`src/rtl/icache_fetch_ctrl.sv`:
```
// IF-stage icache sequencer: hit path, byte-wide miss refill, cache fill.
// ICACHE_FILL_FORWARD_EN: answer IF directly from the fill buffer.
module icache_fetch_ctrl #(
  parameter int ADDR_WIDTH  = 32,
  parameter int FETCH_BYTES = 4
) (
  input  logic                  clk,
  input  logic                  rst,
  input  logic                  rdy,
  input  logic                  flush_i,
  input  logic                  if_req_i,
  input  logic [ADDR_WIDTH-1:0] if_addr_i,
  output logic                  if_valid_o,
  output logic [31:0]           if_inst_o,
  output logic [ADDR_WIDTH-1:0] cache_raddr_o,
  input  logic                  cache_hit_i,
  input  logic [31:0]           cache_inst_i,
  output logic                  cache_we_o,
  output logic [ADDR_WIDTH-1:0] cache_waddr_o,
  output logic [31:0]           cache_winst_o,
  output logic                  mem_req_o,
  input  logic                  mem_grant_i,
  output logic [ADDR_WIDTH-1:0] mem_addr_o,
  input  logic [7:0]            mem_data_i
);

  typedef enum logic [1:0] {
    IDLE,
    WAIT_GNT,
    READ,
    FILL
  } state_e;

  localparam logic [1:0] LAST = 2'(FETCH_BYTES - 1);
  localparam logic [ADDR_WIDTH-1:0] ONE = ADDR_WIDTH'(1);
  localparam logic [ADDR_WIDTH-1:0] TWO = ADDR_WIDTH'(2);

  state_e                state_q;
  logic [ADDR_WIDTH-1:0] addr_q;
  logic [1:0]            cnt_q;
  logic                  pend_q;
  logic [31:0]           buf_q;
  logic                  if_valid_q;
  logic [31:0]           if_inst_q;
  logic                  cache_we_q;
  logic [ADDR_WIDTH-1:0] cache_waddr_q;
  logic [31:0]           cache_winst_q;
  logic                  mem_req_q;
  logic [ADDR_WIDTH-1:0] mem_addr_q;

  assign cache_raddr_o = (state_q == IDLE) ? if_addr_i : addr_q;
  assign if_valid_o    = if_valid_q & rdy;
  // a flush arriving in the fill cycle still kills the write
  assign cache_we_o    = cache_we_q & rdy & ~flush_i;
  assign if_inst_o     = if_inst_q;
  assign cache_waddr_o = cache_waddr_q;
  assign cache_winst_o = cache_winst_q;
  assign mem_req_o     = mem_req_q;
  assign mem_addr_o    = mem_addr_q;

  always_ff @(posedge clk or posedge rst) begin
    if (rst) begin
      state_q       <= IDLE;
      addr_q        <= '0;
      cnt_q         <= '0;
      pend_q        <= 1'b0;
      buf_q         <= '0;
      if_valid_q    <= 1'b0;
      if_inst_q     <= '0;
      cache_we_q    <= 1'b0;
      cache_waddr_q <= '0;
      cache_winst_q <= '0;
      mem_req_q     <= 1'b0;
      mem_addr_q    <= '0;
    end else if (rdy) begin
      if_valid_q <= 1'b0;
      cache_we_q <= 1'b0;
      if (flush_i) begin
        state_q   <= IDLE;
        mem_req_q <= 1'b0;
      end else begin
        unique case (state_q)
          IDLE: begin
            // a live if_valid_q means IF is still holding the answered req
            if (if_req_i && !if_valid_q) begin
              if (cache_hit_i) begin
                if_valid_q <= 1'b1;
                if_inst_q  <= cache_inst_i;
              end else begin
                addr_q    <= if_addr_i;
                mem_req_q <= 1'b1;
                state_q   <= WAIT_GNT;
              end
            end
          end
          WAIT_GNT: begin
            if (mem_grant_i) begin
              mem_addr_q <= addr_q;
              cnt_q      <= '0;
              pend_q     <= 1'b0;
              buf_q      <= '0;
              state_q    <= READ;
            end
          end
          READ: begin
            if (!pend_q) begin
              pend_q     <= 1'b1;
              mem_addr_q <= addr_q + ONE;
            end else begin
              buf_q[{cnt_q, 3'b000} +: 8] <= mem_data_i;
              cnt_q <= cnt_q + 2'd1;
              if (cnt_q < 2'd2) begin
                mem_addr_q <= addr_q + TWO +
                              {{(ADDR_WIDTH-2){1'b0}}, cnt_q};
              end
              if (cnt_q == LAST) begin
                mem_req_q     <= 1'b0;
                cache_we_q    <= 1'b1;
                cache_waddr_q <= addr_q;
                cache_winst_q <= {mem_data_i, buf_q[23:0]};
                state_q       <= FILL;
              end
            end
          end
          FILL: begin
            state_q <= IDLE;
`ifdef ICACHE_FILL_FORWARD_EN
            if (if_req_i) begin
              if_valid_q <= 1'b1;
              if_inst_q  <= buf_q;
            end
`endif
          end
        endcase
      end
    end
  end

endmodule

```
`config.mk`:
```
export PLATFORM = sky130hd
export DESIGN_NAME = icache_fetch_ctrl
export DESIGN_NICKNAME = d
export VERILOG_FILES = /design/src/rtl/icache_fetch_ctrl.sv
export SDC_FILE = /design/constraint.sdc
export NUM_CORES = 1
export LEC_CHECK = 0
export BUFFER_PORTS_ARGS = -buffer_cell sky130_fd_sc_hd__buf_2
export CAP_MARGIN = 20
export CORE_AREA = 2 2 108 152
export DETAILED_ROUTE_END_ITERATION = 8
export DIE_AREA = 0 0 110 154
export PLACE_DENSITY = 0.84
export REMOVE_ABC_BUFFERS = 1
export SLEW_MARGIN = 20
export SYNTH_ARGS = -nofsm -noshare
export SYNTH_HDL_FRONTEND = slang
export SYNTH_SLANG_ARGS = --single-unit
```
`constraint.sdc`:
```
create_clock -name clk -period 15.7 [get_ports clk]
set_input_delay 3.14 -clock clk [delete_from_list [all_inputs] [get_ports clk]]
set_output_delay 3.14 -clock clk [all_outputs]
set_load 0.01 [all_outputs]
```
# Word level (Yosys, flattened, before mapping)
# Cells that the tools add are included.
# op_classes
add_sub_neg,5
n_lt_le_gt_ge,1
n_eq_ne,12
shift,2
n_mux,35
bitwise,5
reduce_logical,13
# ops
cell,n
$mux 32,6
$pmux 32 s2,2
$add 32x1->32 const B,1
$add 32x2->32,1
$add 32x2->32 const B,1
$bwmux 32,1
$shift 8x7->32 const A,1
$shiftx 8x7->32,1
$reduce_and 5->1,5
$mux 2,8
$ne 3x3->1 const B,5
$mux 1,14
$reduce_and 6->1,2
$pmux 2 s4,1
$neg 5->7,1
$eq 2x2->1 const B,3
$ne 2x2->1 const B,2
$pmux 1 s2,2
$pmux 2 s2,1
$reduce_and 4->1,1
$and 1x1->1,3
$ne 3x2->1 const B,1
$reduce_bool 3->1,1
$add 2x1->2 const B,1
7 further kinds,8
# totals
register_bits,200
in_bits,79
output_inout_bits,163
word_cells,85

# Logic depth before layout (Yosys ltp)
# depth
word_depth,5
depth_mapped,11
ltp_nobuf,11

# Least setup slack after synthesis
# Ideal clock, no wire load.
# synth_timing
path_type,in2out
startpoint,in rdy
endpoint,out cache_we_o
t_arrival_ns,3.572
required_ns,12.560
slack_ns,8.988
path_stages,3
n_path_buf,1
path_cell_list,nor2b_1 > buf_2 > and2_1
# synth_between
elab_chain_cells,2
# synth_rtl
item,line,rtl
"start, declared",9,"input logic rdy,"
$and 1x1->1 (2 in series),54,assign cache_we_o = cache_we_q & rdy & ~flush_i;
"end, declared",18,"output logic cache_we_o,"
# Every way passes these cells.

# Final worst setup path
# layout_timing
startpoint,in flush_i
endpoint,out cache_we_o
# layout_between
elab_chain_cells,2
# layout_rtl
item,line,rtl
"start, declared",10,"input logic flush_i,"
$not 1->1 (no line),--,
$and 1x1->1,54,
# Every way passes these cells.

==> out/metrics.yaml <==
fin_tns_setup_ps: 0
layout_commonest_cell: "buf_2"
ctsHtreeMaxLevel: 4
io_pins: 242
core-area_mm2: 0.0155
postCtsSetupBuffers: 0
nets: 1016
tritoncts: "built"
path_class: "input pin to output pin"
via_per_inst: 5.42
maxSlewViolCount: 0
fin_skew_ps: 7.19
synth_edf_count: 0
totalWireLength_um: 19000
rsz0062_at_grt: "no"
synth.area.mux_share_pct: 20.8
synth_fa_ha_area_share_pct: 1.98
yosys_warnings: 0
clock_sinks: 192
drc: 0
synth_compound_area_share_pct: 6.34
worstPathMaxFanout: 8
vias: 6147
grtUsageTotal_pct: 23.1
drtPass1Iterations: 4
fin_crit_sh_pct: 46.4
clkTransAtPathRegs_ps: 60
power_density_mw_per_mm2: 169
synth_top_family_by_area: "multiplexers"
fmax_ghz: 0.137
avgSynthCellArea_um2: 12.4
synth_flop_cell: "dfrtp_1"
final_cell_area_mm2: 0.0105
grt_pass1_vias: 6237
antenna_found_initial: 1
ys_async_sr_fraction_pct: 100
layout_common_cells: "241 x buf_2, 192 x dfrtp_1, 158 x mux2_2, 71 x nand2_1, 43 x o21ai_0"
dp_hpwl_um: 13400
die_y_um: 154
setup-violations-final: 0
cp_common_cell: "buf_2"
die-area_mm2: 0.0169
drt_iter0_markers: 198
synth_seq_cells: 192
clockRootBuffer: "clkbuf_16"
setup.worst_path.end_class: "output pin"
period_needed_ps: 7290
yosys.area_share.simple_pct: 9.14
drtAntennaViolNets: 0
place_area_mm2: 0.00997
cts_hold_buffers: 0
max_stage_delay_ps: 510
cellLeakagePower_uw: 0.00533
worstPathCellList: "buf_2 > nor2b_1 > and2_1 > buf_2"
finish.utilization_pct: 68.2
start_util_pct: 55.6
routabilityCongestion: 0.827
rows: 54
maxCapViolCount: 0
relSlewSlack_pct: 27.9
min_path_type: "flip-flop to flip-flop"
ir_drop_mv: 0.105
grt_max_degree: 121
syn-instance-count: 695
drt-wirelength-per-cell_um: 16.8
area_growth_pct: 22.5
syn_area_mm2: 0.00861
clock_path_buffers: 2
cts_resized: 0
grt.overflow.total: 0
ys_seq_area_share_pct: 55.8
synthXorXnorAreaFrac_pct: 2.95
die_width_um: 110
status: "completed"
hold_ws_ps: 477
required_ps: 12560
grt_pass1_wl_um: 30500
port_buffers: 241
slowest_stage: "nor2b_1"
cts-buffers-inserted: 17
cp-start-kind: "input pin"
tightestPinTransition_ps: 1070
hold_viol_final: 0
ys_types: 43
insertion_delay_ps: 420
cp.arrival_ps: 4150
drive_gt1_share_pct: 47.8
## where the power goes
part	switching [µW]	total, µW	internal [µW]
sequential	137	770	634
combinational	313	599	286
clock	184	417	232
total	634	1790	1150
## routing by layer
metal | GRT usage [%] | routed length, µm | vias up
met4 | 8.44 | 408 | 0
met3 | 5.38 | 969 | 31
met1 | 26.6 | 7460 | 3034
met2 | 41.2 | 10200 | 185
met5 | 0 | 0 | -
li1 | - | - | 2897
## synthesized netlist by cell type, types with 2 or more instances
master      n  share of area [%]
nor2_1     10               0.44
mux2_2    158                 21
and2_1      4               0.29
nor2b_1     5               0.36
dfrtp_1   192                 56
nand3_1    21                1.2
nand4_1    13               0.94
buf_4       2               0.17
inv_1      26                1.1
nand2b_1    5               0.36
xor2_1     22                2.2
buf_2      15               0.87
nor3_1      5               0.29
o21ai_1    15               0.87
ha_1       12                1.7
xnor2_1     7               0.71
nor3b_1     2               0.17
a21o_1      5               0.44
o21ai_0    43                2.5
a22o_1      8               0.81
nor4_4      2               0.49
nand4b_1    3               0.31
nand2_1    71                3.1
clkbuf_1   18               0.78
a21oi_1     8               0.47
and3_1      6               0.44
## worst max-delay path: cells and delay by family
kind,cells,cell delay (ps)
buffers and inverters,2,260
AND/OR/NAND/NOR,2,740
## logic make-up (layout without fill, tap and decap cells)
group,Yosys count,in the layout
flip-flops,192,192
AO/OA/AOI/OAI,88,88
adder cells (fa/ha/maj),13,13
other,0,1
AND/OR/NAND/NOR,152,152
buffers and inverters,62,304
XOR/XNOR,29,29
multiplexers,159,159
## cell type report
class	instances	area, µm²
fillers	1147	4930
clock buffers	21	470
inverters	26	105
diodes	1	2.50
repair buffers	246	1240
flip-flops and latches	192	4800
well taps	196	245
multi-input cells	441	3570
clock inverters	11	103
## through the flow
step                std cells  setup slack, ps  total power [µW]
detailed placement       1101             8410              1380
finish                   1134             8410              1790
CTS                      1133             8400              1800
floorplan                 659             7330              1130
global route             1134             8290              1900
global placement         1101             8430              1350
## flip-flops by register name, summed over array words and instances (netlist names)
name and flops:
mem_req_o 1, mem_addr_o 32, if_valid_q 1, if_inst_o 32
cnt_q 2, cache_winst_o 32, buf_q 24, cache_waddr_o 32
pend_q 1, state_q 2, cache_we_q 1, addr_q 32
## worst paths after layout
| path | start | endpoint | slack (ps) | cells past startpoint |
|---|---|---|---|---|
| min in group asynchronous | rst | cache_winst_o[15]$_DFFE_PP0P_ | 2860 | 2 |
| max in group asynchronous | rst | mem_addr_o[7]$_DFFE_PP0P_ | 11440 | 3 |
| worst min register to register | mem_addr_o[16]$_DFFE_PP0P_ | mem_addr_o[16]$_DFFE_PP0P_ | 480 | 2 |
| worst max-delay path | flush_i | cache_we_o | 8410 | 4 |
| worst max register to register | cnt_q[1]$_DFFE_PP0P_ | mem_addr_o[31]$_DFFE_PP0P_ | 13000 | 11 |
| worst min-delay path | mem_addr_o[16]$_DFFE_PP0P_ | mem_addr_o[16]$_DFFE_PP0P_ | 480 | 2 |
No activity file was read; power rests on OpenSTA's default activity.
